## src/rtl/char_ram_arb_pkg.sv

```systemverilog
// Shared types and widths for the character RAM arbiter.
package char_ram_arb_pkg;

    localparam int unsigned NumReq = 2;
    localparam int unsigned AdrW   = 12;
    localparam int unsigned DatW   = 32;
    localparam int unsigned SelW   = 4;
    localparam int unsigned CntW   = 2;

    typedef enum logic [1:0] {
        IDLE = 2'd0,
        WR   = 2'd1,
        RD   = 2'd2,
        ACK  = 2'd3
    } state_e;

    typedef struct packed {
        logic            we;
        logic [SelW-1:0] sel;
        logic [AdrW-1:0] adr;
        logic [DatW-1:0] dat;
    } bus_req_t;

endpackage

```

## src/rtl/char_ram_rr_pick.sv

```systemverilog
// Round-robin winner select between two requesters with a last-grant register.
module char_ram_rr_pick
    import char_ram_arb_pkg::*;
(
    input  logic              clk_i,
    input  logic              rst_ni,
    input  logic [NumReq-1:0] req_i,
    input  logic              take_i,
    output logic [NumReq-1:0] win_c_o
);

    logic last_q;
    logic last_d;

    // Contested cycle goes to whoever was not granted last; a sole requester always wins.
    always_comb begin
        win_c_o = req_i;
        if (req_i[0] && req_i[1]) begin
            win_c_o = last_q ? NumReq'(2'b01) : NumReq'(2'b10);
        end
    end

    always_comb begin
        last_d = last_q;
        if (take_i) begin
            last_d = win_c_o[1];
        end
    end

    // Resets to requester 1 so requester 0 wins the first contested cycle.
    always_ff @(posedge clk_i or negedge rst_ni) begin
        if (!rst_ni) begin
            last_q <= 1'b1;
        end else begin
            last_q <= last_d;
        end
    end

endmodule

```

## src/rtl/char_ram_arbiter.sv

```systemverilog
// Two-requester round-robin arbiter for the character RAM port A.
module char_ram_arbiter
    import char_ram_arb_pkg::*;
#(
    parameter int unsigned pReadLatency = 2
) (
    input  logic              clk_i,
    input  logic              rst_ni,
    input  logic              m0_req_i,
    input  logic              m0_we_i,
    input  logic [SelW-1:0]   m0_sel_i,
    input  logic [AdrW-1:0]   m0_adr_i,
    input  logic [DatW-1:0]   m0_dat_i,
    output logic              m0_ack_o,
    output logic [DatW-1:0]   m0_dat_o,
    input  logic              m1_req_i,
    input  logic              m1_we_i,
    input  logic [SelW-1:0]   m1_sel_i,
    input  logic [AdrW-1:0]   m1_adr_i,
    input  logic [DatW-1:0]   m1_dat_i,
    output logic              m1_ack_o,
    output logic [DatW-1:0]   m1_dat_o,
    output logic              ram_cs_o,
    output logic              ram_we_o,
    output logic [SelW-1:0]   ram_sel_o,
    output logic [AdrW-1:0]   ram_adr_o,
    output logic [DatW-1:0]   ram_dat_o,
    input  logic [DatW-1:0]   ram_dat_i,
    output logic              busy_o,
    output logic [NumReq-1:0] grant_o
);

    state_e              state_q, state_d;
    logic [CntW-1:0]     cnt_q, cnt_d;
    logic                ram_cs_q, ram_cs_d;
    logic                ram_we_q, ram_we_d;
    logic [SelW-1:0]     ram_sel_q, ram_sel_d;
    logic [AdrW-1:0]     ram_adr_q, ram_adr_d;
    logic [DatW-1:0]     ram_dat_q, ram_dat_d;
    logic [NumReq-1:0]   grant_q, grant_d;
    logic [NumReq-1:0]   ack_q, ack_d;
    logic [DatW-1:0]     rdat_q [NumReq];
    logic [DatW-1:0]     rdat_d [NumReq];
    logic                busy_q, busy_d;

    logic [NumReq-1:0]   req;
    logic [NumReq-1:0]   win;
    logic                take;
    bus_req_t            pl0, pl1, win_pl;

    assign req    = {m1_req_i, m0_req_i};
    assign pl0    = '{we: m0_we_i, sel: m0_sel_i, adr: m0_adr_i, dat: m0_dat_i};
    assign pl1    = '{we: m1_we_i, sel: m1_sel_i, adr: m1_adr_i, dat: m1_dat_i};
    assign win_pl = win[1] ? pl1 : pl0;

    char_ram_rr_pick u_pick (
        .clk_i   (clk_i),
        .rst_ni  (rst_ni),
        .req_i   (req),
        .take_i  (take),
        .win_c_o (win)
    );

    // Next-state and registered-output decode; RAM strobes follow the state being entered.
    always_comb begin
        state_d   = state_q;
        cnt_d     = cnt_q;
        ram_cs_d  = 1'b0;
        ram_we_d  = 1'b0;
        ram_sel_d = '0;
        ram_adr_d = ram_adr_q;
        ram_dat_d = ram_dat_q;
        grant_d   = grant_q;
        ack_d     = '0;
        busy_d    = 1'b0;
        take      = 1'b0;
        for (int i = 0; i < int'(NumReq); i++) begin
            rdat_d[i] = '0;
        end

        unique case (state_q)
            IDLE: begin
                grant_d = '0;
                if (|req) begin
                    take      = 1'b1;
                    grant_d   = win;
                    busy_d    = 1'b1;
                    ram_cs_d  = 1'b1;
                    ram_adr_d = win_pl.adr;
                    ram_dat_d = win_pl.dat;
                    cnt_d     = '0;
                    if (win_pl.we) begin
                        state_d   = WR;
                        ram_we_d  = 1'b1;
                        ram_sel_d = win_pl.sel;
                    end else begin
                        state_d = RD;
                    end
                end
            end
            WR: begin
                state_d = ACK;
                ack_d   = grant_q;
                busy_d  = 1'b1;
            end
            RD: begin
                busy_d = 1'b1;
                if (cnt_q == CntW'(pReadLatency - 1)) begin
                    state_d = ACK;
                    ack_d   = grant_q;
                    for (int i = 0; i < int'(NumReq); i++) begin
                        rdat_d[i] = grant_q[i] ? ram_dat_i : '0;
                    end
                end else begin
                    cnt_d    = cnt_q + CntW'(1);
                    ram_cs_d = 1'b1;
                end
            end
            ACK: begin
                state_d = IDLE;
                grant_d = '0;
            end
            default: state_d = IDLE;
        endcase
    end

    always_ff @(posedge clk_i or negedge rst_ni) begin
        if (!rst_ni) begin
            state_q   <= IDLE;
            cnt_q     <= '0;
            ram_cs_q  <= 1'b0;
            ram_we_q  <= 1'b0;
            ram_sel_q <= '0;
            ram_adr_q <= '0;
            ram_dat_q <= '0;
            grant_q   <= '0;
            ack_q     <= '0;
            busy_q    <= 1'b0;
            for (int i = 0; i < int'(NumReq); i++) begin
                rdat_q[i] <= '0;
            end
        end else begin
            state_q   <= state_d;
            cnt_q     <= cnt_d;
            ram_cs_q  <= ram_cs_d;
            ram_we_q  <= ram_we_d;
            ram_sel_q <= ram_sel_d;
            ram_adr_q <= ram_adr_d;
            ram_dat_q <= ram_dat_d;
            grant_q   <= grant_d;
            ack_q     <= ack_d;
            busy_q    <= busy_d;
            for (int i = 0; i < int'(NumReq); i++) begin
                rdat_q[i] <= rdat_d[i];
            end
        end
    end

    assign m0_ack_o  = ack_q[0];
    assign m1_ack_o  = ack_q[1];
    assign m0_dat_o  = rdat_q[0];
    assign m1_dat_o  = rdat_q[1];
    assign ram_cs_o  = ram_cs_q;
    assign ram_we_o  = ram_we_q;
    assign ram_sel_o = ram_sel_q;
    assign ram_adr_o = ram_adr_q;
    assign ram_dat_o = ram_dat_q;
    assign busy_o    = busy_q;
    assign grant_o   = grant_q;

endmodule

```

## config.mk

```make
export PLATFORM = sky130hd
export DESIGN_NAME = char_ram_arbiter
export DESIGN_NICKNAME = d
export VERILOG_FILES = /design/src/rtl/char_ram_arb_pkg.sv /design/src/rtl/char_ram_rr_pick.sv /design/src/rtl/char_ram_arbiter.sv
export SDC_FILE = /design/constraint.sdc
export NUM_CORES = 1
export LEC_CHECK = 0
export CAP_MARGIN = 10
export CORE_MARGIN = 5
export CORE_UTILIZATION = 36
export CTS_CLUSTER_SIZE = 40
export DETAILED_ROUTE_END_ITERATION = 7
export HOLD_SLACK_MARGIN = 0.05
export PLACE_DENSITY_LB_ADDON = 0.08
export SKIP_CTS_REPAIR_TIMING = 1
export SLEW_MARGIN = 40
export SYNTH_ARGS = -nofsm -noshare
export SYNTH_HDL_FRONTEND = slang
export SYNTH_SLANG_ARGS = --single-unit
```

## constraint.sdc

```tcl
create_clock -name clk_i -period 2.1 [get_ports clk_i]
set_clock_uncertainty 0.15 [all_clocks]
set_input_delay 0.63 -clock clk_i [delete_from_list [all_inputs] [get_ports clk_i]]
set_output_delay 0.63 -clock clk_i [all_outputs]
set_load 0.005 [all_outputs]
```

After elaboration in Yosys (flattened, before gate mapping)

Cells that the tools add are included.

Register bits after elaboration: 124
Output and inout bits: 119
Logic and storage cells: 59

Add/subtract/negate cells: 1
Eq/ne operators: 7
Multiplexer cells: 29
Reductions and logical operators: 9

Operators with widths:

| operator                                             | count |
|---|---|
| 2-to-1 mux 64 bit                                    | 2 |
| 2-to-1 mux 32 bit                                    | 2 |
| 2-to-1 mux 49 bit                                    | 1 |
| 2-to-1 mux 2 bit                                     | 9 |
| 2-to-1 mux 4 bit                                     | 3 |
| one-hot mux 2 bit (2 select lines)                   | 3 |
| one-hot mux 2 bit (4 select lines)                   | 1 |
| 2-to-1 mux 1 bit                                     | 6 |
| inequality test 2 bit (second input constant)        | 3 |
| equality test 2 x 1 -> 1 bit (second input constant) | 2 |
| equality test 2 bit (second input constant)          | 2 |
| one-hot mux 1 bit (2 select lines)                   | 2 |
| AND reduction 2 bit                                  | 2 |
| nonzero test 2 bit                                   | 2 |
| OR reduction 2 bit                                   | 2 |
| AND reduction 3 bit                                  | 1 |
| adder 2 x 1 -> 2 bit (second input constant)         | 1 |
| zero test 2 bit                                      | 1 |
| logical AND 1 bit                                    | 1 |

Logic depth before layout (Yosys ltp)

Gate-level depths: netlist (run 1).

Depth in word-level cells: 6
Gate-level depth with buffers: 7
Mapped depth without buffers: 5

By module

From an unflattened synthesis (run 1), not the netlist that was laid out.

Cell total of the unflattened synthesis: 403
Area total of the unflattened synthesis: 4926.0 um2

Modules (own cells, without submodules):

| module           | instances | cells an instance | area each (um2) |
|---|---|---|---|
| char_ram_arbiter | 1         | 398               | 4862.2 |
| char_ram_rr_pick | 1         | 5                 | 63.8 |

Worst setup path before layout (run 1)

No wires, ideal clock.

Kind: register -> register
Start: reg state_q[0]
End: reg ram_cs_q, in the netlist ram_cs_o
Library setup time: 0.143 ns
Data arrival time: 1.432 ns
Required time: 1.807 ns
Slack: 0.375 ns
Stages on the path, launching flop included: 7
Buffers on the path: 2
Period minus slack after synthesis: 1.725 ns
Cell sequence: dfrtp_1 inv_1 ha_1 buf_2 o21ai_1 clkbuf_1 o21ai_0

Word-level cells in the longest chain between the ends: 2
Elaborated cells between the ends (all ways): 3

RTL lines:

| what                                                          | line                    | source |
|---|---|---|
| from (decl)                                                   | char_ram_arbiter.sv:33  | `state_e state_q, state_d;` |
| from (signal assigned)                                        | char_ram_arbiter.sv:143 | `state_q <= state_d;` |
| equality test 2 bit / zero test 2 bit (equally long branches) | char_ram_arbiter.sv:81  | `unique case (state_q)` |
| one-hot mux 1 bit (2 select lines) (*)                        | char_ram_arbiter.sv:81  |  |
| via ram_cs_d                                                  | char_ram_arbiter.sv:35  | `logic ram_cs_q, ram_cs_d;` |
| to (signal assigned)                                          | char_ram_arbiter.sv:145 | `ram_cs_q <= ram_cs_d;` |
| to (decl)                                                     | char_ram_arbiter.sv:35  |  |

Mark *: on every way through the listed nets, which the timed path passes. The rest lies on a longest branch.
A chain may end at the register's enable or synchronous reset.

Worst setup path after layout (run 1)

Start: reg ram_dat_q[23], in the netlist ram_dat_o[23]
End: out ram_dat_o[23]

RTL lines:

| what                   | line                    | source |
|---|---|---|
| from (decl)            | char_ram_arbiter.sv:39  | `logic [DatW-1:0] ram_dat_q, ram_dat_d;` |
| from (signal assigned) | char_ram_arbiter.sv:149 | `ram_dat_q <= ram_dat_d;` |
| to (decl)              | char_ram_arbiter.sv:27  | `output logic [DatW-1:0] ram_dat_o,` |

No word-level cell between the ends.

==> results of run 1 <==
-- routing by layer --
layer,track usage [%],routed length [um],vias to the layer above
met5,0,0,-
met4,5.678,226,0
met3,7.536,1222,18
met2,28.23,6620,166
met1,19.58,5211,1792
li1,-,-,1889
-- flip-flops by register name, indices dropped and copies added, names as in the netlist, 4 cells and up --
| name | cells |
|---|---|
| ram_adr_o | 12 |
| ram_dat_o | 32 |
| m1_dat_o | 32 |
| m0_dat_o | 32 |
| ram_sel_o | 4 |
-- logic make-up (layout without fill, tap and decap cells) --
family                     after synthesis  count (layout)  share of synthesized area (%)
and+or+nand+nor                        134             134                          14.59
buffers and inverters                   27             316                          2.655
DFF                                    124             124                          63.94
adders and majority gates                7               7                          1.804
muxes                                   49              49                          10.10
AOI/OAI and AO/OA                       61              61                          6.907
-- through the flow --
stage          cell area (um2)  hold WS (ns)  power (mW)
6_report                  8452       0.06505       9.104
5_1_grt                   8452       0.07853       9.706
4_1_cts                   8369       0.06587       9.336
3_5_place_dp              7777        0.3171       6.420
3_3_place_gp              7777        0.3109       6.348
2_1_floorplan             4855        0.1844       4.495
-- power breakdown --
part           internal (mW)  switching, mW  total (mW)
sequential              2.97          0.299        3.27
clock                   1.81           1.05        2.86
combinational           1.70           1.27        2.97
-- final cells by class --
class	count	area, um2
Sequential cell	124	3104
Timing Repair Buffer	279	2873
Fill cell	1096	4791
Clock buffer	19	452.9
Multi-Input combinational cell	251	1644
Clock inverter	13	138.9
Tap cell	176	220.2
Inverter	5	18.77
-- worst min path at each step --
stage | to | cells past startpoint
final | m1_dat_o[6] | 2
after detailed placement | ram_adr_o[10] | 2
after CTS | m1_dat_o[6] | 2
after global routing | m1_dat_o[6] | 2
after floorplan | ack_q[0] | 0
after global placement | ram_dat_o[26] | 2
-- layout by cell type (no fill, tap or decap) --
| cell | Yosys | routed |
|---|---|---|
| dfrtp_1 | 123 | 123 |
| nand3_1 | 1 | 1 |
| dlymetal6s2s_1 | 0 | 30 |
| o21bai_1 | 1 | 1 |
| a31oi_1 | 1 | 1 |
| o31ai_1 | 1 | 1 |
| nor3b_1 | 4 | 4 |
| clkbuf_8 | 0 | 2 |
| clkinvlp_4 | 0 | 5 |
| clkinv_2 | 0 | 3 |
| clkdlybuf4s50_1 | 0 | 221 |
| bufinv_16 | 0 | 2 |
| or2_2 | 1 | 1 |
| buf_4 | 5 | 22 |
| and3_1 | 2 | 2 |
| mux2i_1 | 49 | 49 |
| and2_1 | 64 | 64 |
| inv_1 | 5 | 5 |
| o21ai_4 | 0 | 1 |
| a21boi_4 | 0 | 1 |
| o41a_1 | 1 | 1 |
| nor3b_2 | 1 | 1 |
| dfstp_2 | 1 | 1 |
| clkinv_4 | 0 | 1 |
| a21oi_1 | 3 | 3 |
| a22o_1 | 2 | 2 |
| o21ai_0 | 48 | 48 |
| buf_12 | 0 | 6 |
| a32oi_1 | 1 | 1 |
| nand2b_1 | 3 | 3 |
| nand2_1 | 51 | 51 |
| o41ai_1 | 1 | 1 |
| ha_1 | 7 | 7 |
| inv_6 | 0 | 2 |
| nor2_1 | 5 | 5 |
| nor2b_1 | 2 | 2 |
| clkbuf_16 | 0 | 17 |
==> flow_summary_export.csv, run 1 <==
group,metric,value,unit
routing,via_per_inst,4.458,
routing,drt_iter0_markers,186,
clock_tree,cts_sinks,124,
floorplan,ios,253,
floorplan,start_util,36.66,%
yosys,synth_cells,402,
setup_path,critPathMaxFanout,2,
grt,grt_start_max_net_pins,77,
yosys,synth_fp_nets,543,
yosys,synth_area,4855,um2
routing,drc_errors,0,
place,globalplace.congestion,0.7927,
clock_tree,numCtsBuffers,17,
yosys,ys_seq_elements,124,
setup_path,cp.buffers_inverters,1,
layout,syn2layout_area_growth,74.10,%
setup_path,end_kind,"output port",
yosys,synth_top_cells_by_count,"dfrtp_1, and2_1, nand2_1",
floorplan,die_x,126.1,um
setup_path,arrival,1.28,ns
clock_tree,htree_levels,4,
layout,stdcell_count,867,
hold_path,min-delay-path-class,"in -> async",
grt,grt_antenna_before_repair,0,
layout,diodes,0,
yosys,synth_edf_count,0,
place,dp_slack,-0.1966,ns
setup_path,crit_path_end,"ram_dat_o[23]",
routing,drtAntennaViolNets,0,
clock_tree,cts_buffer_depth,2,
place,io_buffers,252,
setup_path,start_kind,"flip-flop",
sta,slew_viol_final,0,
floorplan,row_count,42,
sta,fmax,486.1,MHz
sta,tightest_slew,0.3968,ns
setup_path,cp_top_family,"buffers and inverters",
floorplan,core-area,13240,um2
setup_path,rr_endpoint,"m0_dat_o[16]",
sta,rsz0062_at_grt,"no",
routing,firstDrtPassIters,4,
setup_path,slowest_stage,"clkdlybuf4s50_1",
sta,fin_setup_tns,0,ns
clock_tree,tritoncts,"done",
setup_path,reg2reg_slack,0.35,ns
yosys,yosysMostFrequentCell,"dfrtp_1",
clock_tree,root_buffer,"clkbuf_16",
grt,grt_pass1_vias,4143,
setup_path,critPathLaunch,"ram_dat_o[23]",
setup_path,required,1.32,ns
routing,via_count,3865,
place,dp.cells,834,
floorplan,dieArea,15910,um2
setup_path,r2r_cells,5,
yosys,synth_ff_type,"dfrtp_1",
routing,wire_per_inst,15.32,um
setup_path,timing.rr.start,"state_q[0]",
routing,totalWireLength,13.28,mm
clock_tree,cts.clk_slew.worst_paths,0.05,ns
layout,nNetsFinal,819,
yosys,synth-seq-area-share,63.94,%
layout,fin_util,63.82,%
clock_tree,insertion_delay,0.40,ns
sta,fin_ws,0.04282,ns
layout,drive_above_1_share,9.407,%
grt,grt_pass1_wl,21.22,mm
floorplan,die_y,126.1,um
pwr,vdd_drop_max,0.0004817,V
yosys,synth_top_area_share,63.40,%
yosys,yosys-top-cells-area,"dfrtp_1, mux2i_1, and2_1",
place,dp_hpwl,10.27,mm
setup_path,slowest_delay,0.53,ns
grt,gr-total-overflow,0,
yosys,synth_top_cell_by_area,"dfrtp_1",
sta,period_share,97.96,%
yosys,yosysUniqueCellTypes,30,
sta,setup_viol,0,
pwr,power.density,1077,nW/um2
pwr,cellLeakagePower,4.148,nW
run,maxCapViolCount,0,
grt,grt_use_total,16.96,%
yosys,synth_area_per_cell,12.08,um2
sta,hold_violations,0,
yosys,yosysWarnings,0,
setup_path,cp.depth,1,
status,status,"completed",
yosys,async_reset_ff_share,100.0,%
setup_path,worst-setup-path-type,"reg -> out",
setup_path,path_cells,"clkdlybuf4s50_1",
sta,slew-limit-headroom,73.55,%
sta,period_needed,2.057,ns
Power figures use the tool's default switching activity.
==> inputs of run 2 (changes only) <==
--- a/config.mk
+++ b/config.mk
@@ -11,6 +11,7 @@
 export CTS_CLUSTER_SIZE = 40
 export DETAILED_ROUTE_END_ITERATION = 7
 export HOLD_SLACK_MARGIN = 0.05
+export MAX_ROUTING_LAYER = met4
 export PLACE_DENSITY_LB_ADDON = 0.08
 export SKIP_CTS_REPAIR_TIMING = 1
 export SLEW_MARGIN = 40
==> run 2 against run 1 <==
Effect of this change: combinational power barely moved; fmax fell by 0.27%; die area did not move; sequential power barely moved; setup slack got worse by 0.0056 ns; routed wire length barely moved; register-to-register slack barely moved; critical path type unchanged; largest power group unchanged; worst hold slack got worse by 0.00057 ns; cell count did not move; cell area did not move; flip-flop and latch count did not move.
==> flow_summary_export.csv, run 2 (same netlist as run 1, synthesis figures left out) <==
group,metric,value,unit
clock_tree,cts_sinks,124,
setup_path,required,1.32,ns
setup_path,cp_top_family,"buffers and inverters",
status,status,"completed",
floorplan,die_y,126.1,um
sta,tightest_slew,0.3919,ns
grt,grt_pass1_wl,21.22,mm
floorplan,core-area,13240,um2
layout,final_cell_mix,"clkdlybuf4s50_1, dfrtp_1, and2_1",
sta,setup_viol,0,
sta,slew-limit-headroom,73.88,%
grt,grt_antenna_before_repair,0,
sta,period_needed,2.063,ns
clock_tree,cts_buffer_depth,2,
routing,drc_errors,0,
place,dp_hpwl,10.27,mm
grt,grt_use_total,17.49,%
layout,fin_util,63.82,%
setup_path,end_kind,"output port",
routing,via_count,3864,
routing,totalWireLength,13.29,mm
floorplan,dieArea,15910,um2
pwr,vdd_drop_max,0.0004821,V
grt,grt_pass1_vias,4146,
routing,drtAntennaViolNets,0,
floorplan,start_util,36.66,%
setup_path,start_kind,"flip-flop",
floorplan,die_x,126.1,um
floorplan,row_count,42,
place,io_buffers,252,
layout,nNetsFinal,819,
pwr,power.density,1078,nW/um2
routing,firstDrtPassIters,4,
hold_path,min-delay-path-class,"in -> async",
setup_path,worst-setup-path-type,"reg -> out",
clock_tree,root_buffer,"clkbuf_16",
setup_path,critPathMaxFanout,2,
run,maxCapViolCount,0,
layout,diodes,0,
sta,hold_violations,0,
setup_path,slowest_delay,0.53,ns
place,globalplace.congestion,0.8040,
layout,syn2layout_area_growth,74.10,%
sta,slew_viol_final,0,
layout,final_common_cell,"clkdlybuf4s50_1",
grt,gr-total-overflow,0,
clock_tree,insertion_delay,0.40,ns
routing,via_per_inst,4.457,
setup_path,path_cells,"clkdlybuf4s50_1",
clock_tree,htree_levels,4,
setup_path,arrival,1.28,ns
sta,fin_setup_tns,0,ns
clock_tree,cts.clk_slew.worst_paths,0.05,ns
routing,drt_iter0_markers,179,
layout,drive_above_1_share,9.407,%
sta,fmax,484.8,MHz
sta,rsz0062_at_grt,"no",
floorplan,ios,253,
clock_tree,numCtsBuffers,17,
pwr,cellLeakagePower,4.148,nW
setup_path,cp.buffers_inverters,1,
clock_tree,tritoncts,"done",
setup_path,slowest_stage,"clkdlybuf4s50_1",
routing,wire_per_inst,15.33,um
sta,period_share,98.23,%
sta,holdWs,0.06448,ns
grt,grt_start_max_net_pins,77,
## run 2: cell counts in the layout (fill, tap and decap cells not counted)
No cell type changed its count.
## run 2: layout make-up
| class | instances | area, um2 |
|---|---|---|
| fill | 1096 | 4791 |
| clock buffer | 19 | 452.9 |
| tap | 176 | 220.2 |
| multi-input combinational | 251 | 1644 |
| sequential | 124 | 3104 |
| clock inverter | 13 | 138.9 |
| inverter | 5 | 18.77 |
| timing repair buffer | 279 | 2873 |
## run 2: path summary, 6_finish.rpt
kind	startpoint	cells after the start	endpoint	slack [ns]
max	ram_dat_o[23]	1	ram_dat_o[23]	0.04
min	rst_ni	2	m1_dat_o[6]	0.06
max reg2reg	state_q[0]	5	m0_dat_o[16]	0.35
min reg2reg	ram_dat_o[10]	2	ram_dat_o[10]	0.32
max in group asynchronous	rst_ni	2	ram_dat_o[26]	1.37
min in group clk_i	ram_dat_o[10]	2	ram_dat_o[10]	0.32
## run 2: power by group
group | switching (mW) | leakage, nW | internal, mW
Combinational | 1.28 | 2.23 | 1.70
Clock | 1.05 | 0.278 | 1.81
Sequential | 0.300 | 1.64 | 2.97
## run 2: through the flow
stage	power, mW	cells	setup slack, ns	cell area (um2)
detailed placement	6.420	834	-0.1966	7777
CTS	9.336	866	-0.05826	8369
finish	9.114	867	0.03726	8452
global placement	6.348	834	-0.1576	7777
floorplan	4.495	402	0.3752	4855
global route	9.704	867	0.0001668	8452
## run 2: per-layer routing
metal | track usage, % | share of wire, % | vias up
met3 | 6.816 | 8.6 | 17
met1 | 20.13 | 40 | 1794
met4 | 5.678 | 1.7 | 0
met2 | 28.20 | 50 | 165
met5 | - | 0 | -
li1 | - | - | 1888
==> inputs of run 3 (changes only) <==
--- a/config.mk
+++ b/config.mk
@@ -5,6 +5,7 @@
 export SDC_FILE = /design/constraint.sdc
 export NUM_CORES = 1
 export LEC_CHECK = 0
+export ABC_CLOCK_PERIOD_IN_PS = 2100
 export CAP_MARGIN = 10
 export CORE_MARGIN = 5
 export CORE_UTILIZATION = 36
@@ -12,7 +13,7 @@
 export DETAILED_ROUTE_END_ITERATION = 7
 export HOLD_SLACK_MARGIN = 0.05
 export MAX_ROUTING_LAYER = met4
-export PLACE_DENSITY_LB_ADDON = 0.08
+export PLACE_DENSITY = 0.7
 export SKIP_CTS_REPAIR_TIMING = 1
 export SLEW_MARGIN = 40
 export SYNTH_ARGS = -nofsm -noshare
==> run 3 against run 2 <==
Effect of this change: count of clock-buffer cells in the layout is 1 lower; critical endpoint is now ram_dat_o[10]; fmax hardly changed; flip-flop and latch count stayed put.
==> flow_summary_export.csv, run 3 (same netlist as run 1, synthesis figures left out) <==
group,metric,value,unit
layout,final_common_cell,"clkdlybuf4s50_1",
sta,hold_violations,0,
setup_path,path_cells,"clkdlybuf4s50_1",
clock_tree,cts.clk_slew.worst_paths,0.06,ns
grt,grt_pass1_vias,4226,
setup_path,arrival,1.28,ns
grt,grt_start_max_net_pins,75,
grt,grt_use_total,17.98,%
setup_path,critPathMaxFanout,2,
floorplan,die_x,126.1,um
routing,via_per_inst,4.492,
setup_path,slowest_delay,0.52,ns
routing,drt_iter0_markers,225,
hold_path,min-delay-path-class,"in -> async",
layout,stdcell_count,857,
clock_tree,cts_sinks,124,
clock_tree,numCtsBuffers,17,
place,place_area,7677,um2
place,dp_hpwl,10.40,mm
clock_tree,htree_levels,4,
setup_path,end_kind,"output port",
sta,setup_viol,0,
grt,grt_antenna_before_repair,0,
pwr,total_power,9.069,mW
clock_tree,tritoncts,"done",
layout,drive_above_1_share,7.930,%
clock_tree,root_buffer,"clkbuf_16",
routing,drc_errors,0,
sta,period_needed,2.064,ns
setup_path,cp_top_family,"buffers and inverters",
floorplan,die_y,126.1,um
sta,fmax,484.6,MHz
pwr,vdd_drop_max,0.0004332,V
routing,totalWireLength,13.66,mm
floorplan,row_count,42,
grt,grt_pass1_wl,21.58,mm
grt,globalRoute.busiestLayer,"met2",
setup_path,timing.rr.start,"state_q[0]",
grt,grt_use_met3,5.970,%
floorplan,dieArea,15910,um2
layout,diodes,0,
setup_path,cp.buffers_inverters,1,
pwr,cellLeakagePower,4.116,nW
clock_tree,cts_buffer_depth,2,
pwr,power.density,1084,nW/um2
sta,rsz0062_at_grt,"no",
layout,nNetsFinal,809,
setup_path,start_kind,"flip-flop",
place,dp.cells,824,
place,io_buffers,252,
floorplan,core-area,13240,um2
setup_path,critPathLaunch,"ram_dat_o[10]",
sta,slew_viol_final,0,
sta,tightest_slew,0.3857,ns
sta,holdWs,0.04925,ns
sta,period_share,98.27,%
place,globalplace.congestion,0.7862,
layout,syn2layout_area_growth,72.27,%
status,status,"completed",
setup_path,worst-setup-path-type,"reg -> out",
run,maxCapViolCount,0,
routing,firstDrtPassIters,4,
clock_tree,insertion_delay,0.41,ns
routing,via_count,3850,
sta,fin_ws,0.03629,ns
grt,use_met1,21.48,%
setup_path,slowest_stage,"clkdlybuf4s50_1",
routing,wire_per_inst,15.93,um
layout,final_cell_mix,"clkdlybuf4s50_1, dfrtp_1, and2_1",
floorplan,start_util,36.66,%
grt,gr-total-overflow,0,
floorplan,ios,253,
setup_path,required,1.32,ns
routing,drtAntennaViolNets,0,
sta,slew-limit-headroom,74.29,%
grt,grt.met2_usage,28.33,%
layout,stdcell_area,8363,um2
place,dp_slack,-0.2520,ns
## run 3: cell types whose count changed in the layout (fill, tap and decap cells not counted), sizes merged
cell / delta
buf: -10
clkdlybuf4s50: -2
dlymetal6s2s: +2
bufinv: +1
clkbuf: -1
## run 3: path summary, 6_finish.rpt
path                                      end  slack (ns)  depth (start not counted)
worst max-delay path            ram_dat_o[10]        0.04                          1
worst min-delay path             ram_sel_o[2]        0.05                          2
worst max register to register   m0_dat_o[21]        0.37                          5
worst min register to register   ram_adr_o[9]        0.32                          2
max in group asynchronous        m1_dat_o[11]        1.39                          2
min in group clk_i               ram_adr_o[9]        0.32                          2
## run 3: stage by stage
| step | util, % | setup TNS, ns |
|---|---|---|
| global route | 63.15 | 0 |
| CTS | 62.49 | -0.04721 |
| global placement | 57.97 | -7.744 |
| floorplan | - | 0 |
| detailed placement | 57.97 | -9.674 |
| finish | 63.15 | 0 |
## run 3: layout make-up
class | count | area [um2]
timing repair buffer | 269 | 2778
inverter | 5 | 18.77
tap | 176 | 220.2
clock inverter | 14 | 168.9
sequential | 124 | 3104
fill | 1072 | 4880
multi-input combinational | 251 | 1644
clock buffer | 18 | 429.2
## run 3: power breakdown
group | total (mW) | leakage, nW | internal (mW) | switching (mW)
clock network | 2.92 | 0.279 | 1.86 | 1.06
registers | 3.26 | 1.64 | 2.97 | 0.290
logic | 2.88 | 2.19 | 1.62 | 1.26
## run 3: routing by layer
layer / wire (um) / part of all wire [%] / vias up
li1: - / - / 1870
met1: 5838 / 43 / 1772
met2: 6466 / 47 / 188
met3: 1101 / 8.1 / 20
met4: 248 / 1.8 / 0
met5: 0 / 0 / -
